## src/rtl/pc_sequencer_if.sv

```systemverilog
// Bus bundle between the PC sequencer, branch control, instruction memory and decode.
// The sequencer side is the master modport; the environment uses the slave modport.
interface pc_sequencer_if;
    logic [1:0]  pcsel;
    logic        redir_valid;
    logic [31:0] branch_target;
    logic [31:0] jump_target;
    logic        stall;
    logic        imem_req;
    logic [31:0] imem_addr;
    logic        imem_ack;
    logic [31:0] pc;
    logic        pc_valid;
    logic        flush;

    modport master (
        input  pcsel, redir_valid, branch_target, jump_target, stall, imem_ack,
        output imem_req, imem_addr, pc, pc_valid, flush
    );

    modport slave (
        output pcsel, redir_valid, branch_target, jump_target, stall, imem_ack,
        input  imem_req, imem_addr, pc, pc_valid, flush
    );
endinterface

```

## src/rtl/pc_sequencer.sv

```systemverilog
// Fetch PC sequencer: RST/FETCH/HOLD control with one outstanding fetch and redirect handling.
// Build option PCSEQ_DELAY_SLOT_EN: branch delay slot instead of squash-and-flush.
module pc_sequencer #(
    parameter logic [31:0] RESET_PC = 32'h0000_0000
) (
    input  logic                 clk,
    input  logic                 rst,
    pc_sequencer_if.master       bus
);

    typedef enum logic [1:0] {
        ST_RST   = 2'd0,
        ST_FETCH = 2'd1,
        ST_HOLD  = 2'd2
    } state_t;

    state_t      state_r;
    state_t      state_next_s;
    logic [31:0] pc_r;
    logic [31:0] pc_next_s;
    logic        pend_r;
    logic        pend_next_s;
    logic [31:0] pend_tgt_r;
    logic [31:0] pend_tgt_next_s;
    logic        flush_r;
    logic        flush_next_s;
    logic        accept_s;
    logic [31:0] acc_tgt_s;
    logic        deliver_s;
    logic        apply_s;
    logic [31:0] apply_tgt_s;
    logic        squash_s;

    // Next-state, redirect capture and PC selection
    always_comb begin
        state_next_s    = state_r;
        pc_next_s       = pc_r;
        pend_next_s     = pend_r;
        pend_tgt_next_s = pend_tgt_r;
        flush_next_s    = 1'b0;
        accept_s        = 1'b0;
        acc_tgt_s       = 32'h0000_0000;
        deliver_s       = 1'b0;
        apply_s         = 1'b0;
        apply_tgt_s     = pend_tgt_r;
        squash_s        = 1'b0;

        if (!rst && (state_r != ST_RST) && bus.redir_valid) begin
            case (bus.pcsel)
                2'b01: begin
                    accept_s  = 1'b1;
                    acc_tgt_s = {bus.branch_target[31:2], 2'b00};
                end
                2'b10: begin
                    accept_s  = 1'b1;
                    acc_tgt_s = {bus.jump_target[31:2], 2'b00};
                end
                default: begin
                    accept_s  = 1'b0;
                    acc_tgt_s = 32'h0000_0000;
                end
            endcase
        end else begin
            accept_s = 1'b0;
        end

        case (state_r)
            ST_RST: begin
                state_next_s = ST_FETCH;
            end
            ST_FETCH: begin
                if (bus.imem_ack) begin
                    state_next_s = bus.stall ? ST_HOLD : ST_FETCH;
                    deliver_s    = !bus.stall && !rst;
                end else begin
                    state_next_s = ST_FETCH;
                end
            end
            ST_HOLD: begin
                if (bus.stall) begin
                    state_next_s = ST_HOLD;
                end else begin
                    state_next_s = ST_FETCH;
                    deliver_s    = !rst;
                end
            end
            default: begin
                state_next_s = ST_RST;
            end
        endcase

`ifdef PCSEQ_DELAY_SLOT_EN
        // Only a redirect armed before this delivery applies, so the delivery
        // following acceptance is the delay slot and is never squashed.
        apply_s     = deliver_s && pend_r;
        apply_tgt_s = pend_tgt_r;
        if (accept_s) begin
            pend_next_s     = 1'b1;
            pend_tgt_next_s = acc_tgt_s;
        end else if (apply_s) begin
            pend_next_s = 1'b0;
        end else begin
            pend_next_s = pend_r;
        end
`else
        apply_s      = deliver_s && (accept_s || pend_r);
        apply_tgt_s  = accept_s ? acc_tgt_s : pend_tgt_r;
        squash_s     = apply_s;
        flush_next_s = accept_s;
        if (apply_s) begin
            pend_next_s = 1'b0;
        end else if (accept_s) begin
            pend_next_s     = 1'b1;
            pend_tgt_next_s = acc_tgt_s;
        end else begin
            pend_next_s = pend_r;
        end
`endif

        if (apply_s) begin
            pc_next_s = apply_tgt_s;
        end else if (deliver_s) begin
            pc_next_s = pc_r + 32'd4;
        end else begin
            pc_next_s = pc_r;
        end
    end

    // State, PC, pending redirect and flush registers
    always_ff @(posedge clk) begin
        if (rst) begin
            state_r    <= ST_RST;
            pc_r       <= RESET_PC;
            pend_r     <= 1'b0;
            pend_tgt_r <= 32'h0000_0000;
            flush_r    <= 1'b0;
        end else begin
            state_r    <= state_next_s;
            pc_r       <= pc_next_s;
            pend_r     <= pend_next_s;
            pend_tgt_r <= pend_tgt_next_s;
            flush_r    <= flush_next_s;
        end
    end

    // pc_valid marks the instruction at the current pc in its delivery cycle,
    // so it is decoded from the state register and this cycle's ack/stall.
    assign bus.pc_valid  = deliver_s && !squash_s;
    assign bus.imem_req  = (state_r == ST_FETCH);
    assign bus.imem_addr = pc_r;
    assign bus.pc        = pc_r;
    assign bus.flush     = flush_r;

endmodule

```

## src/flat_wrapper.sv

```systemverilog
// flat-port wrapper written by rule: the top's interface ports become plain ports
module pc_sequencer_flat 
#(
    parameter logic [31:0] RESET_PC = 32'h0000_0000
)
  (clk, rst, bus_pcsel, bus_redir_valid, bus_branch_target, bus_jump_target, bus_stall, bus_imem_ack, bus_imem_req, bus_imem_addr, bus_pc, bus_pc_valid, bus_flush);
  pc_sequencer_if bus_i ();
  input  logic clk;
  input  logic rst;
  input wire logic [$bits(bus_i.pcsel)-1:0] bus_pcsel;
  input wire logic [$bits(bus_i.redir_valid)-1:0] bus_redir_valid;
  input wire logic [$bits(bus_i.branch_target)-1:0] bus_branch_target;
  input wire logic [$bits(bus_i.jump_target)-1:0] bus_jump_target;
  input wire logic [$bits(bus_i.stall)-1:0] bus_stall;
  input wire logic [$bits(bus_i.imem_ack)-1:0] bus_imem_ack;
  output wire logic [$bits(bus_i.imem_req)-1:0] bus_imem_req;
  output wire logic [$bits(bus_i.imem_addr)-1:0] bus_imem_addr;
  output wire logic [$bits(bus_i.pc)-1:0] bus_pc;
  output wire logic [$bits(bus_i.pc_valid)-1:0] bus_pc_valid;
  output wire logic [$bits(bus_i.flush)-1:0] bus_flush;
  assign bus_i.pcsel = bus_pcsel;
  assign bus_i.redir_valid = bus_redir_valid;
  assign bus_i.branch_target = bus_branch_target;
  assign bus_i.jump_target = bus_jump_target;
  assign bus_i.stall = bus_stall;
  assign bus_i.imem_ack = bus_imem_ack;
  assign bus_imem_req = bus_i.imem_req;
  assign bus_imem_addr = bus_i.imem_addr;
  assign bus_pc = bus_i.pc;
  assign bus_pc_valid = bus_i.pc_valid;
  assign bus_flush = bus_i.flush;
  pc_sequencer #(.RESET_PC(RESET_PC)) u_core (.clk(clk), .rst(rst), .bus(bus_i));
endmodule
```

## config.mk

```make
export PLATFORM = sky130hd
export DESIGN_NAME = pc_sequencer_flat
export DESIGN_NICKNAME = d
export VERILOG_FILES = /design/src/rtl/pc_sequencer_if.sv /design/src/rtl/pc_sequencer.sv /design/src/flat_wrapper.sv
export SDC_FILE = /design/constraint.sdc
export NUM_CORES = 1
export LEC_CHECK = 0
export ABC_AREA = 1
export CAP_MARGIN = 20
export CORE_MARGIN = 1
export CORE_UTILIZATION = 51
export DETAILED_ROUTE_END_ITERATION = 8
export PLACE_DENSITY = 0.89
export SLEW_MARGIN = 20
export SYNTH_ARGS = -nofsm -noshare
export SYNTH_HDL_FRONTEND = slang
export SYNTH_SLANG_ARGS = --single-unit
```

## constraint.sdc

```tcl
create_clock -name clk -period 5.35 [get_ports clk]
set_input_delay 0.8025 -clock clk [delete_from_list [all_inputs] [get_ports clk]]
set_output_delay 0.8025 -clock clk [all_outputs]
set_load 0.1 [all_outputs]
```

-- Yosys cells after proc, flatten, opt, wreduce, memory -nomap -nowiden
Cells that the tools add are included.
- word-level logic and storage cells: 37
- register bits: 68
- output and inout port bits: 67
- mux-type cells: 13
- reduce and logical (&&, ||, !) cells: 14
- add/subtract/negate cells: 1
- eq/ne operators: 4
- operators with widths (cell ; number):
    $mux 32 ; 4
    $pmux 32 s2 ; 1
    $add 32x3->32 const B ; 1
    $pmux 2 s3 ; 1
    $logic_and 1x1->1 ; 5
    $eq 2x1->1 const B ; 2
    $eq 2x2->1 const B ; 2
    $mux 1 ; 4
    $mux 2 ; 2
    $reduce_bool 2->1 ; 2
    $reduce_or 2->1 ; 2
    $logic_not 1->1 ; 3
    $logic_not 2->1 ; 1
    $pmux 1 s2 ; 1
    $logic_or 1x1->1 ; 1

-- Depth between registers and ports, before layout
- word-level depth: 8
- gate-level depth with buffers: 12

-- Least setup slack after synthesis
OpenSTA, ideal clock, no wires.
- path kind: register to output
- start: register u_core.state_r[1]
- end: output bus_pc_valid
- data required time: 4548 ps
- path buffers: 1
- setup slack: 2385 ps
- cell stages (with the launch flop): 8
- data arrival time: 2163 ps
- path through: dfxtp_1 inv_1 ha_1 a21oi_1 inv_1 nand2_2 buf_6 nor2_4
- elaborated cells on any way between the ends: 11
- those cells by class: eq/ne: 2; mux: 2; reduce/logical: 7
- RTL lines (element ; RTL line ; RTL):
    start: declaration ; pc_sequencer.sv:17 ; state_t state_r;
    start signal: assignment ; pc_sequencer.sv:138 ; state_r <= state_next_s;
    $eq 2x1->1 * ; -- ;
    net bus_imem_req ; flat_wrapper.sv:16 ; output wire logic [$bits(bus_i.imem_req)-1:0] bus_imem_req;
    $pmux 1 s2 * ; pc_sequencer.sv:67 ; case (state_r)
    $logic_and 1x1->1 ; pc_sequencer.sv:106 ; apply_s = deliver_s && (accept_s || pend_r);
    $logic_not 1->1 ; pc_sequencer.sv:148 ; assign bus.pc_valid = deliver_s && !squash_s;
    $logic_and 1x1->1 * ; pc_sequencer.sv:148 ;
    end: declaration ; flat_wrapper.sv:19 ; output wire logic [$bits(bus_i.pc_valid)-1:0] bus_pc_valid;
Mark *: on every way through the listed nets, which the timed path passes. The rest lies on a longest branch.

-- Worst setup path in the final report
- start: input rst
- end: output bus_pc_valid
- longest elaborated chain between the ends: 8
- elaborated cells on any way between the ends: 12
- those cells by class: mux: 4; reduce/logical: 8
- RTL lines (element ; RTL line ; RTL):
    start: declaration ; flat_wrapper.sv:9 ; input logic rst;
    $logic_not 1->1 * ; pc_sequencer.sv:48, pc_sequencer.sv:74, pc_sequencer.sv:84 ;
    branches (longest 6 deep; another with $pmux 1 s2) ; -- ;
    $logic_and 1x1->1 * ; pc_sequencer.sv:148 ;
Mark *: on every way between the ends.

==> summary.txt <==
Route
  • DRT iter0 DRCs: 313
  • Routed length per instance: 13.2 um
  • Via density per instance: 5.43
  • Antenna-violating nets left: 0
  • Vias: 4786
  • Pre-antenna DRT Iters: 6
  • Residual DRC: 0
  • Drt total wl: 11700 um

Die
  • Rows: 33
  • Io pins: 138
  • Core area: 8220 um2
  • Die Area: 8890 um2
  • Initial Util: 0.528
  • Die X: 94.3 um
  • Die height: 94.3 um

Layout
  • Ratio of cells with drive above 1 in the final layout: 0.0425
  • Diodes inserted: 0
  • Layout Nets: 852
  • Final Cell Area: 5560 um2
  • Filler cells: 675
  • Area delta synth->final: 28.0%

Setup path
  • Setup CP Type: in2out
  • Startpoint Class: input port
  • Critical Path RT: 4.55 ns
  • Element type at the critical path end: output port
  • Crit-path max FO: 33
  • Critical Path AT: 3.01 ns

STA
  • Post-route setup slack: 1.54 ns
  • RSZ-0062 raised after global routing: no
  • Slew HR: 0.344
  • Worst Tran Pin Value: 0.981 ns
  • Tmin final: 3.81 ns
  • Worst Skew: 0.00866 ns
  • Final setup fails: 0
  • Slew Viols, Final: 0
  • Total negative slack: 0 ns
  • Final Hold Fails: 0
  • WHS: 0.459 ns
  • Final period utilization: 0.713
  • Maximum clock frequency: 262 MHz

Power
  • Pwr/cell area: 195 nW/um2
  • Max VDD drop: 0.108 mV
  • Leakage: 0.00209 uW

Global route
  • Vias in the first global route: 4257
  • First-pass GRT wire length: 19100 um
  • Total track usage: 0.271
  • Overflow after GRT: 0
  • Largest net degree at the start of global routing: 90
  • Initial antenna violation count: 0

Clock tree
  • CTS sink count: 68
  • Clock root buffer: clkbuf_8
  • Max Root-Sink Buffers: 2
  • Post-cts sizing count: 0
  • Post-CTS Setup Inserts: 0
  • Clk Latency, worst-skew pair: 0.34 ns
  • Clock transition at path regs: 0.06 ns
  • TritonCTS clock tree: done
  • CTS Buf Count: 9
  • Hold-fix buffers, CTS: 0
  • H-tree depth: 3

Synth
  • Syn Nets: 772
  • Cell variety after synth: 32
  • Cell count after synthesis: 694
  • Asr flop ratio synth: 0
  • Mapped Area: 4340 um2
  • Synth warn: 0
  • Top-area cell type share of the netlist area: 0.314
  • Seq cells post-synth: 68
  • Seq/Total Area, Yosys: 0.314
  • Area contributors post-synth: dfxtp_1 (31%), nand2_1 (20%), o21ai_0 (10%), buf_4 (6.1%), nand3_1 (5.3%)
  • Most area-hungry cell type in the Yosys netlist: dfxtp_1
  • Syn Area/Cell: 6.26 um2
  • Most common cell in the netlist: nand2_1
  • Post-synth top flop: dfxtp_1
  • Post-synth EDFFs: 0
  • Most frequent cells after synthesis: nand2_1 (232), o21ai_0 (87), dfxtp_1 (68), nor2_1 (52), nand3_1 (46)

Place
  • I/O Buffers: 133
  • Place WS: 1.62 ns
  • DP HPWL: 8630 um
  • Dpl cell area: 5380 um2
  • GPL Wtd Cong: 0.906

Job
  • Maxcap violations: 0

Hold path
  • Hold WC Path Type: reg2reg

Outcome
  • Outcome: complete, no violations
-- path summary, 6_finish.rpt --
check	start	endpoint	slack (ns)	cells past startpoint
max	rst	bus_pc_valid	1.54	7
min	u_core.pend_tgt_r[1]$_SDFFE_PP0N_	u_core.pend_tgt_r[1]$_SDFFE_PP0N_	0.46	2
max reg2reg	u_core.state_r[1]$_SDFF_PP0_	u_core.bus.imem_addr[7]$_SDFFE_PP0P_	2.69	10
min reg2reg	u_core.pend_tgt_r[1]$_SDFFE_PP0N_	u_core.pend_tgt_r[1]$_SDFFE_PP0N_	0.46	2
-- cell type report --
class / instances / area [um2] / share of cell area
sequential: 68 / 1360 / 0.245
multi-input combinational: 515 / 2370 / 0.426
inverter: 45 / 176 / 0.0317
timing repair buffer: 135 / 1340 / 0.242
clock inverter: 3 / 40.0 / 0.00720
clock buffer: 10 / 138 / 0.0248
tap: 105 / 131 / 0.0236
-- power breakdown --
group | total [uW] | switching [uW] | internal, uW
sequential | 524 | 5.77 | 518
combinational | 153 | 83.5 | 69.6
clock | 408 | 189 | 219
total | 1080 | 278 | 806
-- through the flow --
stage / power, uW / utilization / std cells
global placement: 681 / 0.655 / 868
global route: 1120 / 0.677 / 881
CTS: 1080 / 0.677 / 881
detailed placement: 686 / 0.655 / 868
finish: 1080 / 0.677 / 881
floorplan: 618 / - / 694
-- placed cells by master (no fill, tap or decap) --
cell             Yosys  final
inv_4                1      1
inv_2                3      3
clkinv_2             0      2
o21ai_1              3      3
bufinv_16            0      1
nand3b_1             2      2
inv_1               40     40
nor2_4               1      1
a221oi_1             1      1
nand2_4              2      2
nand3_1             46     46
nor2_2               4      4
nand2_1            232    232
and2_1               2      2
nand4_1             25     25
xor2_1               3      3
a22o_1               1      1
dfxtp_1             68     68
clkbuf_8             0     10
nor4_1               1      1
o21ai_0             87     87
or2_2                3      3
buf_4               35      3
ha_1                 7      7
mux2i_1              1      1
nor3_1               1      1
nor2_1              52     52
clkdlybuf4s50_1      0    132
inv_6                1      1
a21oi_1             39     39
nand2_2              2      2
-- worst max-delay path, cell delays in order --
cell             delay, ns
clkdlybuf4s50_1       0.68
inv_4                 0.36
nand2_1               0.14
nor2_2                0.11
nand2_2               0.32
nor2_4                0.26
buf_4                 0.32
-- flip-flops by register name, summed over array words and instances (netlist names) --
register,count
u_core.state_r,2
u_core.bus.imem_addr,32
u_core.bus.flush,1
u_core.pend_tgt_r,32
u_core.pend_r,1
-- layer usage --
layer / vias to the layer above / part of all wire / global-route usage
met3: 24 / 0.070 / 0.0307
met2: 211 / 0.48 / 0.454
met4: 0 / 0.018 / 0.0923
li1: 2392 / - / -
met1: 2159 / 0.44 / 0.357
met5: - / 0 / 0
-- logic make-up (layout without fill, tap and decap cells) --
logic type / after synthesis / after routing / synth area share
buffers and inverters: 111 / 193 / 0.141
adder cells (fa/ha/maj): 7 / 7 / 0.0202
multiplexers: 1 / 1 / 0.00231
AO/OA/AOI/OAI: 131 / 131 / 0.153
XOR/XNOR: 3 / 3 / 0.00605
flip-flops: 68 / 68 / 0.314
AND/OR/NAND/NOR: 373 / 373 / 0.364
No activity file was read; power rests on OpenSTA's default activity.
